$ cat config.mk
export PLATFORM = sky130hd
export DESIGN_NAME = addx_issue_ctrl
export DESIGN_NICKNAME = d
export VERILOG_FILES = /design/src/rtl/addx_pkg.sv /design/src/rtl/addx_op_fifo.sv /design/src/rtl/addx_issue_ctrl.sv
export SDC_FILE = /design/constraint.sdc
export NUM_CORES = 1
export LEC_CHECK = 0
export ABC_AREA = 1
export BUFFER_PORTS_ARGS = -buffer_cell sky130_fd_sc_hd__clkbuf_2
export CELL_PAD_IN_SITES_DETAIL_PLACEMENT = 0
export CELL_PAD_IN_SITES_GLOBAL_PLACEMENT = 2
export CORE_MARGIN = 2
export CORE_UTILIZATION = 32
export CTS_BUF_LIST = sky130_fd_sc_hd__clkbuf_8
export DETAILED_ROUTE_END_ITERATION = 16
export GPL_TIMING_DRIVEN = 0
export PLACE_DENSITY_LB_ADDON = 0.1
export SETUP_SLACK_MARGIN = 0.1
export SLEW_MARGIN = 20
export SYNTH_ARGS = -nofsm -noshare
export SYNTH_HDL_FRONTEND = slang
export SYNTH_SLANG_ARGS = --single-unit
$ cat constraint.sdc
create_clock -name clk_i -period 8.86 [get_ports clk_i]
set_input_delay 1.772 -clock clk_i [delete_from_list [all_inputs] [get_ports clk_i]]
set_output_delay 1.772 -clock clk_i [all_outputs]
set_load 0.02 [all_outputs]
$ cat src/rtl/addx_pkg.sv
// Shared types, widths and helpers for the ADDX issue controller.
package addx_pkg;

  localparam int unsigned ADDX_PERF_CNT_W    = 32;
  localparam int unsigned ADDX_XLEN          = 64;
  localparam int unsigned ADDX_TRANS_ID_BITS = 3;

  typedef logic [ADDX_PERF_CNT_W-1:0] addx_perf_cnt_t;

  typedef struct packed {
    logic [ADDX_XLEN-1:0]          operand_a;
    logic [ADDX_XLEN-1:0]          operand_b;
    logic [ADDX_TRANS_ID_BITS-1:0] trans_id;
  } addx_fu_data_t;

  // Bit width able to index n items; never below 1 so one-entry ranges stay legal.
  function automatic int unsigned addx_clog2w(input int unsigned n);
    return (n > 1) ? $clog2(n) : 1;
  endfunction

  function automatic bit addx_depth_legal(input int unsigned depth);
    return (depth >= 2) && ((depth & (depth - 1)) == 0);
  endfunction

endpackage

$ cat src/rtl/addx_op_fifo.sv
// DEPTH-entry in-order operand FIFO; pointers wrap naturally since DEPTH is a power of two.
module addx_op_fifo import addx_pkg::*; #(
  parameter type         fu_data_t = addx_fu_data_t,
  parameter int unsigned DEPTH     = 2,
  localparam int unsigned CNT_W    = addx_clog2w(DEPTH + 1)
) (
  input  logic             clk_i,
  input  logic             rst_ni,
  input  logic             flush_i,
  input  logic             push_i,
  input  fu_data_t         data_i,
  input  logic             pop_i,
  output fu_data_t         head_o,
  output logic             full_o,
  output logic             empty_o,
  output logic [CNT_W-1:0] count_o
);

  localparam int unsigned PTR_W = addx_clog2w(DEPTH);

  fu_data_t         mem_q [DEPTH];
  logic [PTR_W-1:0] wr_ptr_q, wr_ptr_d;
  logic [PTR_W-1:0] rd_ptr_q, rd_ptr_d;
  logic [CNT_W-1:0] count_q, count_d;
  logic             do_push, do_pop;

  assign full_o  = (count_q == CNT_W'(DEPTH));
  assign empty_o = (count_q == '0);
  assign count_o = count_q;
  assign head_o  = empty_o ? fu_data_t'('0) : mem_q[rd_ptr_q];

  assign do_push = push_i && !full_o && !flush_i;
  assign do_pop  = pop_i && !empty_o && !flush_i;

  always_comb begin
    wr_ptr_d = wr_ptr_q;
    rd_ptr_d = rd_ptr_q;
    count_d  = count_q;
    if (flush_i) begin
      wr_ptr_d = '0;
      rd_ptr_d = '0;
      count_d  = '0;
    end else begin
      if (do_push) wr_ptr_d = wr_ptr_q + PTR_W'(1);
      if (do_pop)  rd_ptr_d = rd_ptr_q + PTR_W'(1);
      count_d = count_q + CNT_W'(do_push) - CNT_W'(do_pop);
    end
  end

  always_ff @(posedge clk_i or negedge rst_ni) begin
    if (!rst_ni) begin
      wr_ptr_q <= '0;
      rd_ptr_q <= '0;
      count_q  <= '0;
    end else begin
      wr_ptr_q <= wr_ptr_d;
      rd_ptr_q <= rd_ptr_d;
      count_q  <= count_d;
    end
  end

  // Payload storage needs no reset: entries are only visible while counted.
  always_ff @(posedge clk_i) begin
    if (do_push) mem_q[wr_ptr_q] <= data_i;
  end

endmodule

$ cat src/rtl/addx_issue_ctrl.sv
// ADDX issue controller: operand FIFO, registered writeback and handshakes.
// Define ADDX_ISSUE_PERF_EN to build the issued/completed/flushed performance counters.
module addx_issue_ctrl import addx_pkg::*; #(
  parameter int unsigned XLEN          = ADDX_XLEN,
  parameter int unsigned TRANS_ID_BITS = ADDX_TRANS_ID_BITS,
  parameter type         fu_data_t     = addx_fu_data_t,
  parameter int unsigned DEPTH         = 2
) (
  input  logic                     clk_i,
  input  logic                     rst_ni,
  input  logic                     flush_i,
  input  fu_data_t                 fu_data_i,
  input  logic                     addx_valid_i,
  output logic                     addx_ready_o,
  output fu_data_t                 accel_fu_data_o,
  input  logic [XLEN-1:0]          accel_result_i,
  output logic [XLEN-1:0]          addx_result_o,
  output logic [TRANS_ID_BITS-1:0] addx_trans_id_o,
  output logic                     addx_valid_o,
  input  logic                     wb_ready_i,
  output addx_perf_cnt_t           issued_cnt_o,
  output addx_perf_cnt_t           completed_cnt_o,
  output addx_perf_cnt_t           flushed_cnt_o
);

  localparam int unsigned CNT_W       = addx_clog2w(DEPTH + 1);
  localparam bit          DEPTH_LEGAL = addx_depth_legal(DEPTH);

  if (!DEPTH_LEGAL) begin : g_depth_chk
    $error("addx_issue_ctrl: DEPTH must be a power of two and at least 2");
  end

  logic                     fifo_full, fifo_empty;
  logic [CNT_W-1:0]         fifo_count;
  logic                     push, load;
  logic                     valid_q, valid_d;
  logic [XLEN-1:0]          result_q, result_d;
  logic [TRANS_ID_BITS-1:0] tid_q, tid_d;

  assign addx_ready_o = (fifo_count < CNT_W'(DEPTH));
  assign push         = addx_valid_i && !fifo_full && !flush_i;
  assign load         = !fifo_empty && (!valid_q || wb_ready_i) && !flush_i;

  addx_op_fifo #(
    .fu_data_t (fu_data_t),
    .DEPTH     (DEPTH)
  ) u_fifo (
    .clk_i   (clk_i),
    .rst_ni  (rst_ni),
    .flush_i (flush_i),
    .push_i  (push),
    .data_i  (fu_data_i),
    .pop_i   (load),
    .head_o  (accel_fu_data_o),
    .full_o  (fifo_full),
    .empty_o (fifo_empty),
    .count_o (fifo_count)
  );

  // Flush beats load beats drain; result and trans_id only change on a load.
  always_comb begin
    valid_d  = valid_q;
    result_d = result_q;
    tid_d    = tid_q;
    if (flush_i) begin
      valid_d = 1'b0;
    end else if (load) begin
      valid_d  = 1'b1;
      result_d = accel_result_i;
      tid_d    = TRANS_ID_BITS'(accel_fu_data_o.trans_id);
    end else if (valid_q && wb_ready_i) begin
      valid_d = 1'b0;
    end
  end

  always_ff @(posedge clk_i or negedge rst_ni) begin
    if (!rst_ni) begin
      valid_q  <= 1'b0;
      result_q <= '0;
      tid_q    <= '0;
    end else begin
      valid_q  <= valid_d;
      result_q <= result_d;
      tid_q    <= tid_d;
    end
  end

  assign addx_valid_o    = valid_q;
  assign addx_result_o   = result_q;
  assign addx_trans_id_o = tid_q;

`ifdef ADDX_ISSUE_PERF_EN
  addx_perf_cnt_t issued_q, issued_d;
  addx_perf_cnt_t completed_q, completed_d;
  addx_perf_cnt_t flushed_q, flushed_d;
  logic           wb_hs;

  assign wb_hs = valid_q && wb_ready_i;

  // A result handed off during a flush cycle is completed, so only an unaccepted one is flushed.
  always_comb begin
    issued_d    = issued_q + ADDX_PERF_CNT_W'(push);
    completed_d = completed_q + ADDX_PERF_CNT_W'(wb_hs);
    flushed_d   = flushed_q;
    if (flush_i) begin
      flushed_d = flushed_q + ADDX_PERF_CNT_W'(fifo_count)
                + ADDX_PERF_CNT_W'(valid_q && !wb_ready_i);
    end
  end

  always_ff @(posedge clk_i or negedge rst_ni) begin
    if (!rst_ni) begin
      issued_q    <= '0;
      completed_q <= '0;
      flushed_q   <= '0;
    end else begin
      issued_q    <= issued_d;
      completed_q <= completed_d;
      flushed_q   <= flushed_d;
    end
  end

  assign issued_cnt_o    = issued_q;
  assign completed_cnt_o = completed_q;
  assign flushed_cnt_o   = flushed_q;
`else
  assign issued_cnt_o    = '0;
  assign completed_cnt_o = '0;
  assign flushed_cnt_o   = '0;
`endif

endmodule

==> impl_metrics.csv <==
group,metric,value,unit
floorplanning,core_area,41900,um2
route,drt-vias-per-instance,4.34,
placement,port_buffers,399,
final_layout,areaGrowthSynthToFinish,32.0,%
floorplanning,die_w,210,um
clock_tree,cts_buffer_depth,3,
setup_path,path_max_fanout,10,
floorplanning,initial_core_util,0.323,
clock_tree,htree_levels,2,
placement,hpwl,29300,um
final_layout,design_area,17800,um2
sta,finalHoldWorstSlack,0.466,ns
global_route,grt_max_degree,69,
sta,worst_slew_pin_slew,0.673,ns
setup_path,cp_slowest_cell,"dfrtp_1",
clock_tree,ctsResizeCount,0,
sta,rsz0062_at_grt,"false",
synthesis,synth_most_common_cell,"nand2_1",
route,ant_nets,0,
route,wl_per_cell,17.9,um
power,pwr_density_cell,330,nW/um2
synthesis,synth_edf_count,262,
route,wl,41000,um
synthesis,synth.largest_area_cell,"edfxtp_1",
clock_tree,clk_pin_slew_worst_paths,0.05,ns
global_route,first_global_vias,9859,
global_route,gr-total-overflow,0,
synthesis,synth_cells,1139,
setup_path,start_kind,"flop",
setup_path,path_buf_inv,5,
setup_path,path_cells,"buf_2 -> inv_2 -> buf_4 -> buf_2 -> nand2_1 -> a21oi_1 -> clkbuf_2",
sta,fin_crit,4.08,ns
synthesis,syn_area,13500,um2
job,maxCapViolations,0,
global_route,antenna_found_initial,8,
clock_tree,root_buffer,"clkbuf_8",
clock_tree,clk_latency,0.65,ns
setup_path,cp_common_cell,"buf_2",
sta,setup_violations,0,
setup_path,slowest_delay,0.35,ns
setup_path,end_kind,"output port",
sta,timing.fmax,245,MHz
setup_path,rrSetupSlack,6.47,ns
synthesis,synth_cell_type_count,20,
global_route,grtUsageTotal,0.182,
worst_hold_path,hp-class,"reg2reg",
sta,finalClockSkew,0.0343,ns
power,p_leak,0.00825,uW
clock_tree,cts.sinks,334,
setup_path,critPathTopFamily,"buffers and inverters",
synthesis,ys_seq_area_frac,0.715,
synthesis,yosysWarningCount,0,
final_layout,drive_gt1_frac,0.363,
setup_path,crit_arrival,2.31,ns
clock_tree,cts_setup_buffers,0,
clock_tree,cts_tree,"done",
floorplanning,die_h,210,um
status,status,"completed",
route,drt-pass1-iter-count,4,
power,p_total,5890,uW
floorplanning,die-area,43900,um2
final_layout,fin_nets,1904,
synthesis,synth_seq_cells,334,
sta,timing.slew.headroom,0.550,
synthesis,syn_avg_cell_area,11.9,um2
setup_path,required,7.09,ns
route,num_vias,9957,
setup_path,critical_path_class,"reg2out",
power,vdd_drop_max,0.000149,V
synthesis,synth_flop_cell,"edfxtp_1",
synthesis,synth_common_cells,"407 x nand2_1, 262 x edfxtp_1, 135 x a21oi_1, 100 x buf_4, 72 x dfrtp_1",
global_route,grt_pass1_wl,59800,um
placement,gp_congestion,0.734,
placement,placed_area,16700,um2
synthesis,synthTopCellsByArea,"edfxtp_1 58%, dfrtp_1 13%, nand2_1 11%",
floorplanning,rows,75,
route,drtIter0Drc,525,
route,drc,0,
clock_tree,cts_buffers,59,
synthesis,async_flop_share,0.216,
synthesis,synthDominantCellAreaShare,0.582,
final_layout,fill_cells,4170,
sta,period_share,0.460,
sta,hold_violations,0,
clock_tree,hold_buffers,0,
floorplanning,io_pins,496,
sta,final_max_slew_viol_count,0,
## cells by family after synthesis
family | synth area share
other | 0.000277
DFF | 0.715
and+or+nand+nor | 0.148
adders and majority gates | 0.00185
buffers and inverters | 0.0839
AOI/OAI and AO/OA | 0.0503
## final timing paths
kind                                    from             endpoint  cells past startpoint
min in group asynchronous             rst_ni    addx_result_o[51]                      1
setup / recovery             u_fifo.rd_ptr_q  accel_fu_data_o[64]                      7
hold / removal             addx_result_o[55]    addx_result_o[55]                      2
setup reg to reg           u_fifo.count_o[1]  u_fifo.mem_q[1][19]                      7
hold reg to reg            addx_result_o[55]    addx_result_o[55]                      2
max in group asynchronous             rst_ni     addx_result_o[5]                      2
## worst register-to-register path, stage by stage (launching register included)
cell     delay (ns)
dfrtp_1        0.40
a21oi_1        0.19
nand2_1        0.12
nor2_4         0.54
buf_12         0.28
buf_12         0.21
buf_12         0.21
buf_16         0.18
## registers in the layout (all words and copies together), names as in the netlist
register / cells
addx_trans_id_o: 3
u_fifo.count_o: 2
u_fifo.wr_ptr_q: 1
u_fifo.mem_q: 262
addx_result_o: 64
addx_valid_o: 1
u_fifo.rd_ptr_q: 1
## power by group
| part | leakage, uW | switching, uW | internal (uW) |
|---|---|---|---|
| combinational | 0.00432 | 1820 | 701 |
| clock | 0.000626 | 627 | 669 |
| sequential | 0.00330 | 99.6 | 1970 |
## layer usage
metal / track usage / vias up / wire length [um]
met5: 0 / - / 12
met4: 0.0690 / 2 / 962
met3: 0.0717 / 63 / 3870
met2: 0.309 / 349 / 20300
met1: 0.206 / 4664 / 15900
li1: - / 4879 / -
## area by class of cell
cell class / count / area [um2] / share of cell area
inverter: 14 / 60.1 / 0.00337
antenna: 8 / 20.0 / 0.00112
multi-input combinational: 719 / 3080 / 0.173
clock inverter: 41 / 181 / 0.0102
buffer: 167 / 1080 / 0.0606
timing repair buffer: 407 / 2180 / 0.122
clock buffer: 65 / 895 / 0.0501
tap: 539 / 674 / 0.0378
sequential: 334 / 9670 / 0.542
## metrics by stage
| stage | TNS (ns) | std cells | setup WS, ns | utilization |
|---|---|---|---|---|
| floorplan | 0 | 1234 | 0.520 | - |
| global placement | -518.22 | 2172 | -3.97 | 0.395 |
| detailed placement | 0 | 2180 | 4.41 | 0.400 |
| CTS | 0 | 2286 | 4.60 | 0.426 |
| global route | 0 | 2290 | 4.51 | 0.426 |
| finish | 0 | 2294 | 4.78 | 0.426 |
## cells in the final DEF, fill, tap and decap left out, drive strengths merged
cell	Yosys	layout
diode	0	8
nor2	4	4
buf	151	159
conb	1	96
nand4	65	65
clkbuf	16	480
dfrtp	72	72
nand2	409	409
inv	14	35
o21ai	1	1
edfxtp	262	262
a21oi	135	135
ha	2	2
nand3	7	7
clkinv	0	20
Power figures use the tool's default switching activity.
